**config.mk**
```make
export PLATFORM = sky130hd
export DESIGN_NAME = ball_sprite_loader
export DESIGN_NICKNAME = d
export VERILOG_FILES = /design/src/rtl/ball_sprite_loader_pkg.sv /design/src/rtl/ball_sprite_loader_sprite_buf.sv /design/src/rtl/ball_sprite_loader.sv
export SDC_FILE = /design/constraint.sdc
export NUM_CORES = 1
export LEC_CHECK = 0
export BUFFER_PORTS_ARGS = -buffer_cell sky130_fd_sc_hd__buf_2
export CAP_MARGIN = 20
export CORE_ASPECT_RATIO = 2
export CORE_MARGIN = 3
export CORE_UTILIZATION = 40
export CTS_CLUSTER_SIZE = 25
export DETAILED_ROUTE_END_ITERATION = 16
export PLACE_DENSITY = 0.59
export SLEW_MARGIN = 20
export SYNTH_ARGS = -nofsm -noshare
export SYNTH_HDL_FRONTEND = slang
export SYNTH_SLANG_ARGS = --single-unit
```
**constraint.sdc**
```tcl
create_clock -name clk -period 2 [get_ports clk]
set_input_delay 0.4 -clock clk [delete_from_list [all_inputs] [get_ports clk]]
set_output_delay 0.4 -clock clk [all_outputs]
set_load 0.005 [all_outputs]
```
**src/rtl/ball_sprite_loader_pkg.sv**
```systemverilog
// ball_sprite_loader_pkg: shared FSM encoding, geometry and default ball sprite.
package ball_sprite_loader_pkg;
  localparam int ROWS = 8;
  // Row r of a flattened 8x8 bitmap lives in bits [8r +: 8]; bit 7 is the leftmost pixel.
  localparam logic [63:0] BALL = 64'h3C7E_FFFF_FFFF_7E3C;
  typedef enum logic [1:0] {
    IDLE = 2'd0,
    LOAD = 2'd1,
    PEND = 2'd2
  } state_t;
  function automatic logic [7:0] row_of(input logic [63:0] rows, input logic [2:0] r);
    return rows[{r, 3'b000} +: 8];
  endfunction
endpackage

```
**src/rtl/ball_sprite_loader_sprite_buf.sv**
```systemverilog
// sprite_buf: 8x8 bit register array with row write, bulk load and combinational row read.
module sprite_buf
  import ball_sprite_loader_pkg::*;
#(
  parameter logic [63:0] INIT = '0
) (
  input  logic        clk,
  input  logic        reset_n,
  input  logic        we_i,
  input  logic [2:0]  waddr_i,
  input  logic [7:0]  wdata_i,
  input  logic        load_i,
  input  logic [63:0] load_data_i,
  input  logic [2:0]  raddr_i,
  output logic [7:0]  rdata_o,
  output logic [63:0] rows_o
);
  logic [63:0] mem_q, mem_d;
  always_comb begin
    mem_d = load_i ? load_data_i : mem_q;
    if (we_i && !load_i) mem_d[{waddr_i, 3'b000} +: 8] = wdata_i;
  end
  always_ff @(posedge clk or negedge reset_n) begin
    if (!reset_n) mem_q <= INIT;
    else          mem_q <= mem_d;
  end
  assign rdata_o = row_of(mem_q, raddr_i);
  assign rows_o  = mem_q;
endmodule

```
**src/rtl/ball_sprite_loader.sv**
```systemverilog
// ball_sprite_loader: double-buffered 8x8 sprite loader; rows fill a shadow buffer
// which is copied whole into the renderer-visible active buffer on commit.
module ball_sprite_loader
  import ball_sprite_loader_pkg::*;
#(
  parameter bit COMMIT_ON_VSYNC = 1'b1
) (
  input  logic       clk,
  input  logic       reset_n,
  input  logic       wr_valid,
  output logic       wr_ready,
  input  logic [7:0] wr_data,
  input  logic       wr_last,
  input  logic       vsync_tick,
  input  logic [2:0] rd_addr,
  output logic [7:0] rd_data,
  output logic       busy,
  output logic       err
);
  localparam logic [2:0] LAST_ROW = 3'(ROWS - 1);
  state_t      state_q, state_d;
  logic [2:0]  cnt_q, cnt_d;
  logic        err_q, err_d;
  logic        accept, sh_we, sh_clr, commit;
  logic [63:0] sh_rows;
  logic [7:0]  sh_rd_unused;
  logic [63:0] act_rows_unused;
  assign accept   = wr_valid && wr_ready;
  assign wr_ready = state_q != PEND;
  assign busy     = state_q != IDLE;
  assign err      = err_q;
  // Framing is wrong exactly when wr_last disagrees with "this is row 7".
  always_comb begin
    state_d = state_q;
    cnt_d   = cnt_q;
    err_d   = 1'b0;
    sh_we   = 1'b0;
    sh_clr  = 1'b0;
    commit  = 1'b0;
    case (state_q)
      IDLE, LOAD: if (accept) begin
        sh_we   = 1'b1;
        cnt_d   = cnt_q + 3'd1;
        state_d = LOAD;
        if (wr_last != (cnt_q == LAST_ROW)) begin
          err_d   = 1'b1;
          sh_clr  = 1'b1;
          cnt_d   = '0;
          state_d = IDLE;
        end else if (wr_last) begin
          cnt_d   = '0;
          state_d = PEND;
        end
      end
      PEND: if (!COMMIT_ON_VSYNC || vsync_tick) begin
        commit  = 1'b1;
        state_d = IDLE;
      end
      default: state_d = IDLE;
    endcase
  end
  always_ff @(posedge clk or negedge reset_n) begin
    if (!reset_n) begin
      state_q <= IDLE;
      cnt_q   <= '0;
      err_q   <= 1'b0;
    end else begin
      state_q <= state_d;
      cnt_q   <= cnt_d;
      err_q   <= err_d;
    end
  end
  sprite_buf #(.INIT('0)) u_shadow (
    .clk         (clk),
    .reset_n     (reset_n),
    .we_i        (sh_we),
    .waddr_i     (cnt_q),
    .wdata_i     (wr_data),
    .load_i      (sh_clr),
    .load_data_i (64'd0),
    .raddr_i     (cnt_q),
    .rdata_o     (sh_rd_unused),
    .rows_o      (sh_rows)
  );
  sprite_buf #(.INIT(BALL)) u_active (
    .clk         (clk),
    .reset_n     (reset_n),
    .we_i        (1'b0),
    .waddr_i     (3'd0),
    .wdata_i     (8'd0),
    .load_i      (commit),
    .load_data_i (sh_rows),
    .raddr_i     (rd_addr),
    .rdata_o     (rd_data),
    .rows_o      (act_rows_unused)
  );
endmodule

```
==> qor.csv <==
metric,value,unit
synth_common_cells,"dfrtp_1, mux2_2, nand2_1",
cts_tree,done,
violations,negative setup slack,
pin_count,27,
tightest_slew,0.541,ns
cpPeakStageDelay,0.39,ns
ys.warnings.count,0,
synthArstFlopShare,1.00,
synthToLayoutAreaGrowth,21.6,%
cp_slowest_cell,dfrtp_1,
hold_path.class,primary input to flip-flop,
die_w,93.1,um
p_per_area,851,mW/mm2
finClkSkew,0.0111,ns
place.port_buffers,26,
synth_top_area_share,0.338,
num_vias,3505,
cts-root-buf,clkbuf_16,
grt_pass1_wl,20.9,mm
first_pass_iters,4,
place_congestion,0.741,
core,0.0148,mm2
synthTopCellsByArea,"dfrtp_1, dfstp_2, mux2_2, mux2i_1, mux4_1",
synth_fp_nets,452,
slew_violations,0,
finalWorstSetupSlack,-0.0810,ns
drt_iter0_drc,120,
postSynthCellCount,429,
route.detailed.drc,0,
diodes,0,
crit_path_cell_trace,"ha_2, ha_4, inv_2, ha_4, and4bb_2, and4b_2, buf_6, mux2i_1",
yosysMostFrequentCell,dfrtp_1,
start_util,0.410,
numCtsBuffers,17,
synth_area,0.00607,mm2
final_area,0.00738,mm2
rsz0062_at_grt,true,
crit_required,2.32,ns
clk_pin_slew,0.06,ns
clk-insertion-delay-late,0.41,ns
critPathLaunchType,flip-flop,
cpLargestDelayFamily,simple AND/OR/NAND/NOR gates,
p_leak,0.00360,uW
antenna_found_initial,0,
whs,0.173,ns
nets,502,
fin_util,0.498,
cp_common_cell,ha_4,
die_area,0.0168,mm2
endpoint_kind,flip-flop,
totalPowerFinal,6280,uW
vdd_drop_max,577,uV
min_period_over_period,1.04,
drive_gt1_frac,0.498,
setup_viol,16,
critical_path_peak_fanout,4,
yosysSeqAreaShare,0.563,
grt-ovfl-total,0,
wl_per_cell,18.7,um
slew_headroom,0.640,
drt_wl_total,12.9,mm
grt_max_degree,66,
ant_nets,0,
critical_path_class,flip-flop to flip-flop,
yosys.area.top_type,dfrtp_1,
max_freq,0.481,GHz
synth.avg_cell_area,14.2,um2
crit_buf_inv,2,
worstPathArrival,2.40,ns
postSynthRegisterBits,134,
num_rows,63,
synth-main-ff-cell,dfrtp_1,
ys_types,31,
viasPerCell,5.10,
period_minus_slack,2.08,ns
htreeDepth,4,
grt_use_total,0.166,
status,"finished, violations left",
cts_sinks,134,
die_h,180,um
placed_area,0.00664,mm2
dpl.hpwl,8.39,mm
drv_cap,0,
clk_path_buf_depth,2,
n_fill_cell,1337,
grt_pass1_vias,3784,
report.final.hold_viol_count,0,
synth-edff-count,0,
registers in the layout, indices dropped and copies added, names as in the netlist:
signal and count:
err 1, state_q 2, u_active.rows_o 64, cnt_q 3
u_shadow.rows_o 64
per-stage QoR:
stage | std cells | setup slack, ns | setup TNS (ns)
2_1_floorplan | 429 | -0.0254 | -0.203
3_3_place_gp | 651 | -0.0760 | -0.619
3_5_place_dp | 651 | -0.0873 | -1.39
4_1_cts | 687 | -0.107 | -0.793
5_1_grt | 687 | -0.127 | -1.84
6_report | 687 | -0.0810 | -0.584
kinds of logic (layout without fill, tap and decap cells):
logic type / Yosys count / count (layout) / synth area share
mux: 154 / 154 / 0.311
flops: 134 / 134 / 0.563
simple gates: 93 / 93 / 0.0754
buf+inv: 38 / 101 / 0.0323
fa+ha+maj: 7 / 7 / 0.0144
compound gates: 3 / 3 / 0.00392
cell type report:
| type | count | area [um2] | area share |
|---|---|---|---|
| tap | 195 | 244 | 0.0330 |
| timing repair buffer | 54 | 548 | 0.0742 |
| inverter | 15 | 56.3 | 0.00763 |
| clock inverter | 13 | 155 | 0.0210 |
| sequential | 134 | 3420 | 0.463 |
| multi-input combinational | 257 | 2510 | 0.340 |
| clock buffer | 19 | 453 | 0.0613 |
path summary, 6_finish.rpt:
kind,depth (start not counted),slack (ns),end,startpoint
max reg2reg,8,-0.08,u_shadow.rows_o[15],cnt_q[0]
min in group asynchronous,2,0.52,u_shadow.rows_o[4],reset_n
min,2,0.17,state_q[1],vsync_tick
max in group asynchronous,3,0.73,u_active.rows_o[14],reset_n
min reg2reg,1,0.50,u_active.rows_o[56],u_active.rows_o[56]
max,8,-0.08,u_shadow.rows_o[15],cnt_q[0]
what timing repair did:
action / in CTS / in global routing
gates resized for setup: 28 / 19
setup endpoints to repair: 42 / 56
buffers inserted: 3 / 0
cloned: 0 / 0
endpoints found under the hold margin: 16 / 0
hold buffers: 1 / 0
pin swaps: 6 / 2
where the power goes:
group          switching (uW)  internal (uW)
combinational             215            135
clock                    1140           2020
sequential               18.9           2750
cells in the final DEF (no fill, tap or decap), drive strengths merged, types with 2 or more instances in the layout:
master / n
ha: 7
dfstp: 52
bufinv: 3
a22o: 2
clkinv: 7
mux4: 16
inv: 15
clkbuf: 19
clkinvlp: 3
nor3b: 2
nand3b: 2
nand3: 2
mux2i: 65
nor2: 3
or2: 2
and4b: 2
nand2: 73
mux2: 73
dfrtp: 82
buf: 53
per-layer routing:
layer	global-route usage	share of wire
met1	0.201	0.41
met2	0.280	0.54
met3	0.0359	0.024
met4	0.0757	0.023
met5	0	0
(Power assumes the default switching activity.)
